==> src/rtl/fpu_issue_ctrl_pkg.sv <==
// Shared types for the Zhinx FPU issue controller: instruction layout, op codes,
// rounding modes, execution classes and the decode result.
package fpu_issue_ctrl_pkg;

  localparam logic [6:0] OPCODE_OPFP   = 7'b1010011;
  localparam logic [6:0] OPCODE_FMADD  = 7'b1000011;
  localparam logic [6:0] OPCODE_FMSUB  = 7'b1000111;
  localparam logic [6:0] OPCODE_FNMSUB = 7'b1001011;
  localparam logic [6:0] OPCODE_FNMADD = 7'b1001111;

  localparam logic [1:0] FMT_HALF = 2'b10;

  localparam logic [4:0] F5_FADD    = 5'b00000;
  localparam logic [4:0] F5_FSUB    = 5'b00001;
  localparam logic [4:0] F5_FMUL    = 5'b00010;
  localparam logic [4:0] F5_FDIV    = 5'b00011;
  localparam logic [4:0] F5_FSGNJ   = 5'b00100;
  localparam logic [4:0] F5_FMINMAX = 5'b00101;
  localparam logic [4:0] F5_FSQRT   = 5'b01011;
  localparam logic [4:0] F5_FCOMP   = 5'b10100;
  localparam logic [4:0] F5_FCLASS  = 5'b11100;

  typedef enum logic [2:0] {
    RM_RNE = 3'b000, RM_RTZ = 3'b001, RM_RDN = 3'b010,
    RM_RUP = 3'b011, RM_RMM = 3'b100, RM_DYN = 3'b111
  } fpu_rm_t;

  typedef enum logic [2:0] {
    RM_FLE = 3'b000, RM_FLT = 3'b001, RM_FEQ = 3'b010
  } fpu_cmp_rm_t;

  typedef enum logic [3:0] {
    FPU_HALF_ADD, FPU_HALF_SUB, FPU_HALF_MUL, FPU_HALF_DIV, FPU_HALF_SQRT,
    FPU_HALF_MADD, FPU_HALF_MSUB, FPU_HALF_NMADD, FPU_HALF_NMSUB,
    FPU_HALF_SGNJ, FPU_HALF_MINMAX, FPU_HALF_CMP, FPU_HALF_CLASS
  } fpu_operation_t;

  // R4-type ops reuse the funct5 slot as rs3.
  typedef struct packed {
    logic [4:0] funct5;
    logic [1:0] fmt;
    logic [4:0] rs2;
    logic [4:0] rs1;
    logic [2:0] rm;
    logic [4:0] rd;
    logic [6:0] opcode;
  } rv32zhinx_insn_t;

  typedef enum logic [1:0] {EXEC_COMB, EXEC_PIPE, EXEC_DIV, EXEC_ILLEGAL} fpu_exec_class_t;
  typedef enum logic [1:0] {WB_COMB = 2'd0, WB_PIPE = 2'd1, WB_DIV = 2'd2} fpu_wb_src_t;

  typedef struct packed {
    fpu_exec_class_t cls;
    fpu_operation_t  op;
    logic [2:0]      rm;
  } fpu_decode_t;

endpackage

==> src/rtl/fpu_issue_ctrl_if.sv <==
// Issue/execute/writeback bundle between the core side (master) and the controller (slave).
interface fpu_issue_ctrl_if;
  import fpu_issue_ctrl_pkg::*;

  logic            insn_valid;
  rv32zhinx_insn_t insn;
  logic            insn_ready;
  logic [2:0]      frm;
  fpu_operation_t  exec_op;
  logic [2:0]      exec_rm;
  logic            comb_start;
  logic            pipe_start;
  logic            div_start;
  logic            div_done;
  logic            wb_valid;
  logic [4:0]      wb_rd;
  fpu_wb_src_t     wb_src;
  logic            illegal;
  logic            busy;

  modport master (
    output insn_valid, insn, frm, div_done,
    input  insn_ready, exec_op, exec_rm, comb_start, pipe_start, div_start,
           wb_valid, wb_rd, wb_src, illegal, busy
  );

  modport slave (
    input  insn_valid, insn, frm, div_done,
    output insn_ready, exec_op, exec_rm, comb_start, pipe_start, div_start,
           wb_valid, wb_rd, wb_src, illegal, busy
  );
endinterface

==> src/rtl/fpu_zhinx_decode.sv <==
// Combinational Zhinx decode: instruction word + dynamic frm -> class, op, resolved rm.
module fpu_zhinx_decode
  import fpu_issue_ctrl_pkg::*;
(
  input  rv32zhinx_insn_t insn_i,
  input  logic [2:0]      frm_i,
  output fpu_decode_t     dec_o
);
  logic       arith;
  logic [2:0] rm_res;
  logic       unused_rs1;

  assign unused_rs1 = ^insn_i.rs1;
  assign rm_res     = (insn_i.rm == RM_DYN) ? frm_i : insn_i.rm;

  always_comb begin
    dec_o.cls = EXEC_ILLEGAL;
    dec_o.op  = FPU_HALF_ADD;
    dec_o.rm  = insn_i.rm;
    arith     = 1'b0;
    case (insn_i.opcode)
      OPCODE_OPFP: begin
        case (insn_i.funct5)
          F5_FADD: begin dec_o.cls = EXEC_PIPE; dec_o.op = FPU_HALF_ADD; arith = 1'b1; end
          F5_FSUB: begin dec_o.cls = EXEC_PIPE; dec_o.op = FPU_HALF_SUB; arith = 1'b1; end
          F5_FMUL: begin dec_o.cls = EXEC_PIPE; dec_o.op = FPU_HALF_MUL; arith = 1'b1; end
          F5_FDIV: begin dec_o.cls = EXEC_DIV;  dec_o.op = FPU_HALF_DIV; arith = 1'b1; end
          F5_FSQRT: if (insn_i.rs2 == 5'd0) begin
            dec_o.cls = EXEC_DIV; dec_o.op = FPU_HALF_SQRT; arith = 1'b1;
          end
          F5_FMINMAX: if (insn_i.rm inside {3'b000, 3'b001}) begin
            dec_o.cls = EXEC_COMB; dec_o.op = FPU_HALF_MINMAX;
          end
          F5_FSGNJ: if (insn_i.rm inside {3'b000, 3'b001, 3'b010}) begin
            dec_o.cls = EXEC_COMB; dec_o.op = FPU_HALF_SGNJ;
          end
          F5_FCOMP: if (insn_i.rm inside {RM_FLE, RM_FLT, RM_FEQ}) begin
            dec_o.cls = EXEC_COMB; dec_o.op = FPU_HALF_CMP;
          end
          F5_FCLASS: if (insn_i.rs2 == 5'd0 && insn_i.rm == 3'b001) begin
            dec_o.cls = EXEC_COMB; dec_o.op = FPU_HALF_CLASS;
          end
          default: ;
        endcase
      end
      OPCODE_FMADD:  begin dec_o.cls = EXEC_PIPE; dec_o.op = FPU_HALF_MADD;  arith = 1'b1; end
      OPCODE_FMSUB:  begin dec_o.cls = EXEC_PIPE; dec_o.op = FPU_HALF_MSUB;  arith = 1'b1; end
      OPCODE_FNMADD: begin dec_o.cls = EXEC_PIPE; dec_o.op = FPU_HALF_NMADD; arith = 1'b1; end
      OPCODE_FNMSUB: begin dec_o.cls = EXEC_PIPE; dec_o.op = FPU_HALF_NMSUB; arith = 1'b1; end
      default: ;
    endcase
    // rm_res >= 101 covers reserved static modes and DYN with a reserved frm alike.
    if (arith) begin
      dec_o.rm = rm_res;
      if (rm_res >= 3'b101) dec_o.cls = EXEC_ILLEGAL;
    end
    if (insn_i.fmt != FMT_HALF) dec_o.cls = EXEC_ILLEGAL;
  end
endmodule

==> src/rtl/fpu_issue_ctrl.sv <==
// Zhinx FPU issue controller: starts comb/pipe/div units and keeps writebacks in
// program order on a single port using a pipe tag shift register and a div FSM.
module fpu_issue_ctrl
  import fpu_issue_ctrl_pkg::*;
#(
  parameter int unsigned PIPE_LAT = 3
) (
  input logic            CLK,
  input logic            RST,
  fpu_issue_ctrl_if.slave io
);
  localparam logic [0:0] IDLE     = 1'b0;
  localparam logic [0:0] DIV_WAIT = 1'b1;

  fpu_decode_t dec;
  logic [0:0]  state_q, state_d;
  logic [PIPE_LAT-1:0]       vld_pipe_q;
  logic [PIPE_LAT-1:0][4:0]  rd_pipe_q;
  logic        ready, accept, div_ack;
  logic        comb_q, pipe_q, div_q, illegal_q, wb_q;
  logic [4:0]  wb_rd_q, div_rd_q;
  fpu_wb_src_t wb_src_q;
  fpu_operation_t exec_op_q;
  logic [2:0]  exec_rm_q;

  fpu_zhinx_decode u_dec (.insn_i(io.insn), .frm_i(io.frm), .dec_o(dec));

  // Every live pipe tag writes back after this cycle, so non-pipe ops wait for empty.
  always_comb begin
    ready = 1'b0;
    if (!RST && state_q == IDLE) ready = (dec.cls == EXEC_PIPE) ? 1'b1 : ~|vld_pipe_q;
  end

  assign accept  = io.insn_valid & ready;
  assign div_ack = (state_q == DIV_WAIT) & io.div_done & ~RST;

  always_comb begin
    state_d = state_q;
    if (state_q == IDLE && accept && dec.cls == EXEC_DIV) state_d = DIV_WAIT;
    else if (div_ack)                                      state_d = IDLE;
  end

  always_ff @(posedge CLK) begin
    if (RST) begin
      state_q    <= IDLE;
      vld_pipe_q <= '0;
      rd_pipe_q  <= '0;
      comb_q     <= 1'b0;
      pipe_q     <= 1'b0;
      div_q      <= 1'b0;
      illegal_q  <= 1'b0;
      wb_q       <= 1'b0;
      wb_rd_q    <= '0;
      wb_src_q   <= WB_COMB;
      div_rd_q   <= '0;
      exec_op_q  <= FPU_HALF_ADD;
      exec_rm_q  <= '0;
    end else begin
      state_q       <= state_d;
      vld_pipe_q[0] <= accept && dec.cls == EXEC_PIPE;
      rd_pipe_q[0]  <= io.insn.rd;
      for (int k = 1; k < int'(PIPE_LAT); k++) begin
        vld_pipe_q[k] <= vld_pipe_q[k-1];
        rd_pipe_q[k]  <= rd_pipe_q[k-1];
      end
      comb_q    <= accept && dec.cls == EXEC_COMB;
      pipe_q    <= accept && dec.cls == EXEC_PIPE;
      div_q     <= accept && dec.cls == EXEC_DIV;
      illegal_q <= accept && dec.cls == EXEC_ILLEGAL;
      if (accept && dec.cls != EXEC_ILLEGAL) begin
        exec_op_q <= dec.op;
        exec_rm_q <= dec.rm;
      end
      if (accept && dec.cls == EXEC_DIV) div_rd_q <= io.insn.rd;
      // Comb issue needs an empty pipe, so it never meets a retiring pipe tag.
      wb_q <= (accept && dec.cls == EXEC_COMB) | vld_pipe_q[PIPE_LAT-1];
      if (vld_pipe_q[PIPE_LAT-1]) begin
        wb_rd_q  <= rd_pipe_q[PIPE_LAT-1];
        wb_src_q <= WB_PIPE;
      end else if (accept && dec.cls == EXEC_COMB) begin
        wb_rd_q  <= io.insn.rd;
        wb_src_q <= WB_COMB;
      end
    end
  end

  assign io.insn_ready = ready;
  assign io.exec_op    = exec_op_q;
  assign io.exec_rm    = exec_rm_q;
  assign io.comb_start = comb_q;
  assign io.pipe_start = pipe_q;
  assign io.div_start  = div_q;
  assign io.illegal    = illegal_q;
  assign io.wb_valid   = wb_q | div_ack;
  assign io.wb_rd      = div_ack ? div_rd_q : wb_rd_q;
  assign io.wb_src     = div_ack ? WB_DIV : wb_src_q;
  assign io.busy       = (state_q != IDLE) | (|vld_pipe_q) | comb_q | pipe_q | div_q;
endmodule

==> src/flat_wrapper.sv <==
// flat-port wrapper written by rule: the top's interface ports become plain ports
module fpu_issue_ctrl_flat import fpu_issue_ctrl_pkg::*;
#(
  parameter int unsigned PIPE_LAT = 3
)
  (CLK, RST, io_insn_valid, io_insn, io_frm, io_div_done, io_insn_ready, io_exec_op, io_exec_rm, io_comb_start, io_pipe_start, io_div_start, io_wb_valid, io_wb_rd, io_wb_src, io_illegal, io_busy);
  fpu_issue_ctrl_if io_i ();
  input logic CLK;
  input logic RST;
  input wire logic [$bits(io_i.insn_valid)-1:0] io_insn_valid;
  input wire logic [$bits(io_i.insn)-1:0] io_insn;
  input wire logic [$bits(io_i.frm)-1:0] io_frm;
  input wire logic [$bits(io_i.div_done)-1:0] io_div_done;
  output wire logic [$bits(io_i.insn_ready)-1:0] io_insn_ready;
  output wire logic [$bits(io_i.exec_op)-1:0] io_exec_op;
  output wire logic [$bits(io_i.exec_rm)-1:0] io_exec_rm;
  output wire logic [$bits(io_i.comb_start)-1:0] io_comb_start;
  output wire logic [$bits(io_i.pipe_start)-1:0] io_pipe_start;
  output wire logic [$bits(io_i.div_start)-1:0] io_div_start;
  output wire logic [$bits(io_i.wb_valid)-1:0] io_wb_valid;
  output wire logic [$bits(io_i.wb_rd)-1:0] io_wb_rd;
  output wire logic [$bits(io_i.wb_src)-1:0] io_wb_src;
  output wire logic [$bits(io_i.illegal)-1:0] io_illegal;
  output wire logic [$bits(io_i.busy)-1:0] io_busy;
  assign io_i.insn_valid = io_insn_valid;
  assign io_i.insn = io_insn;
  assign io_i.frm = io_frm;
  assign io_i.div_done = io_div_done;
  assign io_insn_ready = io_i.insn_ready;
  assign io_exec_op = io_i.exec_op;
  assign io_exec_rm = io_i.exec_rm;
  assign io_comb_start = io_i.comb_start;
  assign io_pipe_start = io_i.pipe_start;
  assign io_div_start = io_i.div_start;
  assign io_wb_valid = io_i.wb_valid;
  assign io_wb_rd = io_i.wb_rd;
  assign io_wb_src = io_i.wb_src;
  assign io_illegal = io_i.illegal;
  assign io_busy = io_i.busy;
  fpu_issue_ctrl #(.PIPE_LAT(PIPE_LAT)) u_core (.CLK(CLK), .RST(RST), .io(io_i));
endmodule
==> config.mk <==
export PLATFORM = sky130hd
export DESIGN_NAME = fpu_issue_ctrl_flat
export DESIGN_NICKNAME = d
export VERILOG_FILES = /design/src/rtl/fpu_issue_ctrl_pkg.sv /design/src/rtl/fpu_issue_ctrl_if.sv /design/src/rtl/fpu_zhinx_decode.sv /design/src/rtl/fpu_issue_ctrl.sv /design/src/flat_wrapper.sv
export SDC_FILE = /design/constraint.sdc
export NUM_CORES = 1
export LEC_CHECK = 0
export CAP_MARGIN = 0
export CORE_MARGIN = 5
export CORE_UTILIZATION = 31
export CTS_CLUSTER_SIZE = 40
export DETAILED_ROUTE_END_ITERATION = 12
export HOLD_SLACK_MARGIN = 0.03
export RECOVER_POWER = 100
export SLEW_MARGIN = 30
export SYNTH_ARGS = -nofsm -noshare
export SYNTH_HDL_FRONTEND = slang
export SYNTH_HIERARCHICAL = 1
export SYNTH_SLANG_ARGS = --single-unit
==> constraint.sdc <==
create_clock -name CLK -period 3.15 [get_ports CLK]
set_clock_uncertainty 0.1 [all_clocks]
set_input_delay 0.4725 -clock CLK [delete_from_list [all_inputs] [get_ports CLK]]
set_output_delay 0.4725 -clock CLK [all_outputs]
set_load 0.02 [all_outputs]
# ---- Yosys cells after proc, flatten, opt, wreduce, memory -nomap -nowiden
# Cells that the tools add are included.
dict set report totals {
  out_inout_bits 21
  word_cells 95
  register_bits 42
  input_bits 39
}
dict set report classes {
  eq_ne 21
  muxes 25
  order_cmp 1
  bitwise_logic 11
  reduce_logical 22
}
# op n
set ops {}
lappend ops {{6-bit one-hot mux with 9 select lines} 1}
lappend ops {{7-bit equality test, second input constant} 5}
lappend ops {{6-bit one-hot mux with 5 select lines} 1}
lappend ops {{6-bit two-way mux} 4}
lappend ops {{5-bit two-way mux} 4}
lappend ops {{5-bit by 2-bit equality test with 1-bit output, second input constant} 2}
lappend ops {{5-bit by 3-bit equality test with 1-bit output, second input constant} 2}
lappend ops {{5-bit equality test, second input constant} 2}
lappend ops {{5-bit logical NOT} 2}
lappend ops {{1-bit logical AND} 9}
lappend ops {{2-bit two-way mux} 4}
lappend ops {{4-bit OR reduction} 2}
lappend ops {{1-bit two-way mux} 7}
lappend ops {{3-bit two-way mux} 2}
lappend ops {{1-bit OR} 6}
lappend ops {{2-bit nonzero test} 3}
lappend ops {{5-bit by 1-bit equality test with 1-bit output, second input constant} 1}
lappend ops {{5-bit by 4-bit equality test with 1-bit output, second input constant} 1}
lappend ops {{2-bit equality test, second input constant} 2}
lappend ops {{2-bit != test, second input constant} 2}
lappend ops {{1-bit one-hot mux with 2 select lines} 2}
lappend ops {{1-bit bitwise AND} 3}
lappend ops {{3-bit by 1-bit equality test with 1-bit output, second input constant} 1}
lappend ops {{3-bit by 2-bit equality test with 1-bit output, second input constant} 1}
lappend ops {{9 further kinds} 11}

# ---- Logic depth before layout (Yosys ltp)
# Gate-level depths: netlist (run 1).
dict set report logic_depth {
  word_depth 15
  depth_mapped 10
  ltp_nobuf 8
}

# ---- Hierarchy
# The synthesis (run 1) kept the hierarchy.
# module cells_each instances area_per_inst_um2 seq_area_each_um2
set modules_own_cells {}
lappend modules_own_cells {fpu_issue_ctrl 158 1 1556.5 820.8}
lappend modules_own_cells {fpu_zhinx_decode 66 1 425.4 0.0}

# ---- Least setup slack after synthesis (run 1)
# Ideal clock, no wire load.
dict set report synth_timing {
  path_type {input -> output}
  start {input port io_insn[21]}
  end {output port io_insn_ready}
  required_time_ps 2577
  cell_stages 8
  path_buffers 0
  slack_ps 71
  arrival_time_ps 2507
  path_cell_list {or4_1 o31ai_1 a31oi_1 nand2b_4 o2111ai_1 nor2b_1 nor2_1 nor3_1}
}
# element line
set synth_rtl {}
lappend synth_rtl {{from (decl)} flat_wrapper.sv:11} ;# input wire logic [$bits(io_i.insn)-1:0] io_insn;
lappend synth_rtl {{to (decl)} flat_wrapper.sv:14} ;# output wire logic [$bits(io_i.insn_ready)-1:0] io_insn_ready;

==> summary.log, run 1 <==
[cells_and_area] number of standard cells in the final layout excluding fillers 404
[cells_and_area] Multi-input gate area 1150 µm²
[timing] setup TNS 0 ps
[timing] period utilisation layout 99.2%
[route] number of iterations in the first detailed-routing pass 4
[die] die boundary width 90.0 µm
[outcome] result of the run completed
[power] part of the power in combinational logic 14.3%
[place] detailed placer's ending HPWL 4.02 mm
[die] height of the chip 90.0 µm
[synth] Most used DFF post-synth dfxtp_1
[power] static leakage 1.44 nW
[global_route] remaining global-route overflow 0
[global_route] global-route wire length before repair 9.26 mm
[setup_path] data arrival time at the worst-slack endpoint 3210 ps
[cts] number of clock sinks 41
[timing] setup repair after global routing missed its margin true
[route] vias 1999
[place] Cell Count Post-Placement 383
[place] count of port buffers added during placement 54
[synth] total number of yosys warnings 6
[synth] asr flop ratio synth 0%
[synth] synthesized net count 263
[cells_and_area] utilization after layout 50.6%
[power] Pint 0.760 mW
[power] portion of total power attributed to sequential cells 52.5%
[setup_path] Max FO, Critical Path 7
[setup_path] cell-by-cell listing of the critical path clkdlybuf4s50_1 -> buf_6 -> a211oi_1 -> a32o_2 -> a311oi_2 -> o2111ai_4 -> buf_6 -> or4b_4 -> or2_4 -> o311a_1
[job] # Max-Cap Violations 0
[die] full die area 8090 µm²
[timing] Final Max Tran Viols 0
[cts] Clock Latency Late Sink 290 ps
[route] drt wl/cell 13.9 µm
[cells_and_area] footprint of the flip-flops and latches 821 µm²
[timing] post-layout minimum cycle time 3130 ps
[timing] transition time at the pin with the least slew margin 676 ps
[timing] final setup fails 0
[cts] TritonCTS clock tree yes
[setup_path] crit path max-delay cell type or4b_4
[setup_path] type of the worst setup path input pin to register
[synth] FF+latch count, synth 41
[global_route] vias in the first global route 1964
[timing] hold slack final 337 ps
[timing] remaining max-slew budget at the tightest pin 54.9%
[die] standard-cell row count 29
[synth] area of the mapped netlist 1980 µm²
[cts] clock root buffer clkbuf_8
[setup_path] Slowest Stage Delay on Critical Path 530 ps
[die] starting density of the core 31.6%
[synth] Post-synth EDFFs 0
[synth] proportion of synthesized chip area in sequential cells 41.4%
[synth] synthesized area per cell 8.85 µm²
[place] final weighted congestion in routability-driven placement 0.881
[power] Power Dens Cells 316 nW/µm²
[global_route] largest net degree at the start of global routing 42
[route] average vias per placed instance 4.95
[die] count of boundary I/O pins 60
[global_route] antenna violations before repair 0
[cells_and_area] P&R area growth vs syn 60.3%
[synth] biggest area consumer among synthesized cells dfxtp_1
[cells_and_area] ratio of cells with drive above 1 in the final layout 30.9%
[setup_path] startpoint types input pin
[cells_and_area] fin nets 365
[cells_and_area] final-layout fill cell count 567
[synth] Post-Synthesis Cells 224
[power] part of the total power dissipated in the clock network 33.1%
[cts] CTS Buf Count 5
[synth] ranking of synthesized cells by area dfxtp_1 41%, nor2b_1 8.2%, mux2_2 6.8%
[route] routed wire length 5.63 mm
[synth] fraction of post-synthesis cell area in the top cell type by area 41.4%
[hold_path] path category of the worst min-delay check register to register
[die] core region area 6280 µm²
[power] Switching Share 24.4%
[setup_path] count of buffer and inverter cells on the critical path 3
[cts] hold buffer count at CTS 0
[route] number of antenna-violating nets in the routed design 0
[setup_path] sort of element at the end of the critical path register
[setup_path] worst endpoint required time 3230 ps
[cts] largest buffer count on any clock path 2
[cells_and_area] diode count 0
[timing] count of endpoints failing hold in the final timing report 0
[cts] clock-pin slew on the worst setup and hold paths 80 ps
[setup_path] library cell appearing most often on the critical path buf_6
[power] sw power 0.245 mW
[global_route] GRT Util Overall 13.5%
[route] First DRT Iteration DRCs 104
[power] Max VDD drop 226 µV
[route] count of unresolved DRC violations after routing 0
[synth] Netlist cell types 47
[setup_path] family with the most delay on the worst path compound AO/OA/AOI/OAI gates
[timing] FMAX 320 MHz
[cts] H-tree levels 2
[state kept, by name (all words and copies together) (netlist names)]
name and cells:
u_core/div_rd_q 5, u_core/io.comb_start 1, u_core/io.div_start 1, u_core/io.exec_op 4, u_core/io.exec_rm 3, u_core/io.illegal 1
u_core/rd_pipe_q 15, u_core/state_q 1, u_core/vld_pipe_q 3, u_core/wb_q 1, u_core/wb_rd_q 5, u_core/wb_src_q 1
[worst paths after layout]
| kind | startpoint | to | slack (ps) | cells past startpoint |
|---|---|---|---|---|
| max reg2reg | u_core/vld_pipe_q[2] | u_core/io.exec_rm[0] | 1150 | 4 |
| min | u_core/rd_pipe_q[0] | u_core/rd_pipe_q[5] | 340 | 1 |
| min reg2reg | u_core/rd_pipe_q[0] | u_core/rd_pipe_q[5] | 340 | 1 |
| max | io_insn[30] | u_core/wb_rd_q[1] | 20 | 10 |
[power groups by stage]
stage	registers, mW	logic [mW]	clock network, mW
floorplan	0.541	0.0438	0
global placement	0.540	0.131	0
detailed placement	0.540	0.132	0
CTS	0.528	0.137	0.345
global route	0.529	0.157	0.365
finish	0.528	0.144	0.333
[Yosys cell counts, types with 2 or more instances]
cell type,instances
nand3_1,8
nand3b_1,2
or4_1,2
inv_1,11
mux2_2,12
nand2b_1,7
o311a_1,5
buf_6,2
nand2_1,6
a32o_1,2
nor4b_1,2
nand4b_1,2
nor2_1,15
o31ai_1,4
o31a_1,2
o21bai_1,2
buf_2,2
dfxtp_1,41
o21ai_0,13
clkbuf_1,9
o32ai_1,2
a21oi_1,17
nor2b_1,26
nor3_1,7
[layer usage]
metal / share of wire [%] / global-route usage (%) / up-vias
li1: - / - / 1005
met1: 46 / 17.9 / 922
met2: 48 / 21.6 / 60
met3: 4.8 / 3.42 / 12
met4: 2.0 / 4.22 / 0
met5: 0 / 0 / -
[area by class of cell]
| cell class | instances | area share (%) |
|---|---|---|
| clock inverter | 3 | 0.551 |
| inverter | 12 | 1.42 |
| sequential | 41 | 25.8 |
| timing repair buffer | 109 | 30.9 |
| tap | 77 | 3.03 |
| multi-input combinational | 157 | 36.1 |
| clock buffer | 5 | 2.17 |
[worst reg2reg max path, stage by stage (launching register included)]
cell	delay, ps
dfxtp_1	760
nor3_1	210
o211ai_1	210
clkbuf_2	250
mux2_2	360
[cells in the final DEF, fill, tap and decap left out, types with 7 or more instances in the layout]
| cell type | instances |
|---|---|
| buf_4 | 51 |
| dlymetal6s2s_1 | 13 |
| inv_1 | 11 |
| nand3_1 | 8 |
| clkdlybuf4s50_1 | 16 |
| nor3_1 | 7 |
| o21ai_0 | 13 |
| a21oi_1 | 17 |
| dfxtp_1 | 41 |
| nor2b_1 | 25 |
| mux2_2 | 12 |
| dlygate4sd3_1 | 20 |
| nor2_1 | 12 |
[cells by family after synthesis]
kind of cell | count (synthesis) | synth area share [%]
AO/OA/AOI/OAI | 57 | 19.6
buffers and inverters | 26 | 6.00
AND/OR/NAND/NOR | 88 | 26.2
multiplexers | 12 | 6.82
flip-flops | 41 | 41.4
[repair_timing]
| item | in CTS | in global routing |
|---|---|---|
| endpoints found under the setup margin | 17 | 14 |
| resized for setup | 22 | 35 |
| hold endpoints to repair | 0 | 0 |
| pin swaps | 9 | 10 |
| setup buffers | 9 | 4 |
| cloned | 0 | 0 |
[per-stage QoR]
| stage | area [µm²] | power, mW | setup slack (ps) |
|---|---|---|---|
| final | 3180 | 1.01 | 23.7 |
| after global routing | 3180 | 1.05 | -37.6 |
| after CTS | 3060 | 1.01 | -2.86 |
| after detailed placement | 2860 | 0.672 | -723 |
| after global placement | 2860 | 0.671 | -677 |
| after floorplan | 1980 | 0.585 | 70.7 |
Note: power is estimated with default switching activity, not from simulation.
==> run 2, diff against run 1 <==
Settings changed: DONT_BUFFER_PORTS from default to 1.
Clock period 3.15 ns to 3.6 ns, I/O delays scaled along.
==> run 2 against run 1 <==
Highest routed layer unchanged. Critical path depth shrank 1. Worst setup slack gained 220 ps. First-iteration DRC count shrank 9.6%. Die area did not move. Critical path type is now input pin to primary output. Via count is 21% lower. Global-route usage down 2.4 points.
==> summary.log, run 2 (same netlist as run 1, synthesis figures left out) <==
[outcome] result of the run completed
[route] routed wire length 4.65 mm [-17%]
[power] Power Dens Cells 406 nW/µm² [+28%]
[cts] number of clock sinks 41 [unchanged]
[setup_path] startpoint types input pin
[route] First DRT Iteration DRCs 94 [-9.6%]
[route] average vias per placed instance 5.24 [+5.8%]
[cts] largest buffer count on any clock path 2 [unchanged]
[place] detailed placer's ending HPWL 3.39 mm [-16%]
[timing] period utilisation layout 93.1%
[setup_path] cell-by-cell listing of the critical path or4_1 -> o31ai_1 -> a31oi_1 -> nand2b_4 -> o2111ai_1 -> nor2b_1 -> nor2_1 -> nor3_1 -> buf_4
[cells_and_area] biggest registers after layout u_core/rd_pipe_q x15, u_core/div_rd_q x5, u_core/wb_rd_q x5
[place] final weighted congestion in routability-driven placement 0.819 [-7.1%]
[setup_path] worst endpoint required time 2960 ps [-270 ps]
[cts] Clock Latency Late Sink 290 ps [about the same]
[route] count of unresolved DRC violations after routing 0 [unchanged]
[cells_and_area] number of standard cells in the final layout excluding fillers 301 [-25%]
[cts] TritonCTS clock tree yes
[die] height of the chip 90.0 µm [unchanged]
[route] met2 routed wirelength 2.18 mm [-18%]
[global_route] antenna violations before repair 0 [unchanged]
[cts] post-cts repair resize count 0 [-100%]
[hold_path] path category of the worst min-delay check input pin to register
[cts] CTS Buf Count 5 [unchanged]
[cells_and_area] max FFs per register 15 [unchanged]
[global_route] GRT Util Overall 11.2% [-2.4 points]
[route] number of iterations in the first detailed-routing pass 4 [unchanged]
[cts] clock-pin slew on the worst setup and hold paths 80 ps [about the same]
[hold_path] critical hold path startpoint RST
[setup_path] beginning of the worst register-to-register path u_core/vld_pipe_q[2]
[setup_path] data arrival time at the worst-slack endpoint 2710 ps [-500 ps]
[setup_path] count of buffer and inverter cells on the critical path 1 [-2]
[cts] clock root buffer clkbuf_8
[timing] setup repair after global routing missed its margin false
[timing] remaining max-slew budget at the tightest pin 55.0% [+0.16 points]
[timing] count of endpoints failing hold in the final timing report 0 [unchanged]
[power] total design power 0.877 mW [-13%]
[cts] H-tree levels 2 [unchanged]
[route] vias 1576 [-21%]
[route] drt wl/cell 15.5 µm [+11%]
[global_route] global-route wire length before repair 7.44 mm [-20%]
[cells_and_area] Biggest register u_core/rd_pipe_q
[hold_path] end point of the most critical hold path u_core/div_rd_q[3]
[cts] hold buffer count at CTS 0 [unchanged]
[cts] Post-CTS Setup Repair Bufs 0 [-9]
[timing] final setup fails 0 [unchanged]
[die] standard-cell row count 29 [unchanged]
[route] met3 WL 277 µm [+2.6%]
[setup_path] type of the worst setup path input pin to primary output
[cells_and_area] commonest cells after routing, fill and taps aside 41 x dfxtp_1, 26 x nor2b_1, 17 x a21oi_1
[cells_and_area] ratio of cells with drive above 1 in the final layout 11.2% [-20 points]
[setup_path] reg-to-reg critical path endpoint u_core/wb_rd_q[4]
[place] worst slack at placement 147 ps [+869 ps]
[timing] setup TNS 0 ps [unchanged]
[die] die boundary width 90.0 µm [unchanged]
[place] Cell Count Post-Placement 293 [-23%]
[die] starting density of the core 31.6% [unchanged]
[die] count of boundary I/O pins 60 [unchanged]
[power] Max VDD drop 132 µV [-42%]
[cells_and_area] leading cell type in the layout, fill and taps excluded dfxtp_1
[die] core region area 6280 µm² [unchanged]
[global_route] remaining global-route overflow 0 [unchanged]
[cells_and_area] diode count 0 [unchanged]
[place] count of port buffers added during placement 0 [-100%]
[route] highest signal layer in the routed design met4
[power] static leakage 0.802 nW [-44%]
[setup_path] worst setup slack for register-to-register paths 1480 ps [+330 ps]
[global_route] vias in the first global route 1491 [-24%]
[job] # Max-Cap Violations 0 [unchanged]
[setup_path] sort of element at the end of the critical path primary output
[route] number of antenna-violating nets in the routed design 0 [unchanged]
[timing] FMAX 298 MHz
[setup_path] Slowest Stage Delay on Critical Path 510 ps [-20 ps]
[global_route] largest net degree at the start of global routing 43 [+2.4%]
[setup_path] path depth of the worst reg2reg path 3 [-1]
[timing] transition time at the pin with the least slew margin 674 ps [-2.45 ps]
[hold_path] hold path depth 1 [unchanged]
[cells_and_area] final-layout fill cell count 650 [+15%]
[die] full die area 8090 µm² [unchanged]
[timing] Final Max Tran Viols 0 [unchanged]
[setup_path] Max FO, Critical Path 5 [-2]
[route] detailed-route wire length on metal 1 2.08 mm [-19%]
[timing] PnR worst setup slack 248 ps [+224 ps]
[timing] post-layout minimum cycle time 3350 ps
[cells_and_area] fin nets 262 [-28%]
[setup_path] family with the most delay on the worst path simple AND/OR/NAND/NOR gates
[cells_and_area] P&R area growth vs syn 9.09%
[timing] hold slack final 208 ps [-130 ps]
[setup_path] crit path max-delay cell type or4_1
run 2: cell count changes in the layout (fill, tap and decap cells not counted), moves of 13 or more:
| cell | delta |
|---|---|
| buf_4 | -46 |
| dlymetal6s2s_1 | -13 |
| dlygate4sd3_1 | -20 |
| clkdlybuf4s50_1 | -16 |
run 2: worst max path at each step:
stage | startpoint | to | slack (ps) | cells past startpoint
after floorplan | io_insn[21] | io_insn_ready | 390 | 8
after global placement | io_insn[21] | u_core/wb_rd_q[0] | 210 | 8
after detailed placement | io_insn[21] | u_core/wb_rd_q[4] | 150 | 8
after CTS | io_insn[21] | io_insn_ready | 220 | 9
after global routing | io_insn[21] | io_insn_ready | 40 | 9
final | io_insn[21] | io_insn_ready | 250 | 9
run 2: layer usage:
| layer | vias up | global-route usage [%] |
|---|---|---|
| li1 | 798 | - |
| met2 | 37 | 17.6 |
| met3 | 10 | 3.51 |
| met5 | - | 0 |
| met4 | 0 | 5.21 |
| met1 | 731 | 13.8 |
run 2: cell type report:
cell class	count	area, µm²	share of cell area, %
timing repair buffer	6	41.3	1.91
tap	77	96.3	4.46
clock buffer	7	86.3	3.99
multi-input combinational	157	1040	48.2
inverter	12	45.0	2.08
clock inverter	1	30.0	1.39
sequential	41	821	38.0
run 2: where the power goes:
group	leakage, nW	switching (mW)	total, mW	internal (mW)
Clock	0.0585	0.152	0.378	0.226
Sequential	0.333	0.00261	0.463	0.461
Combinational	0.410	0.0174	0.0359	0.0185
Total	0.802	0.172	0.877	0.705
run 2: metrics by stage:
step                utilization, %  cell area, µm²
floorplan                        -            1980
global placement              32.6            2050
detailed placement            32.6            2050
CTS                           34.5            2170
global route                  34.4            2160
finish                        34.4            2160
run 2: worst register-to-register path, cell delays in order (launching register included):
cell and delay (ps):
dfxtp_1 530, or4_1 630, or2_0 390, o311a_1 360
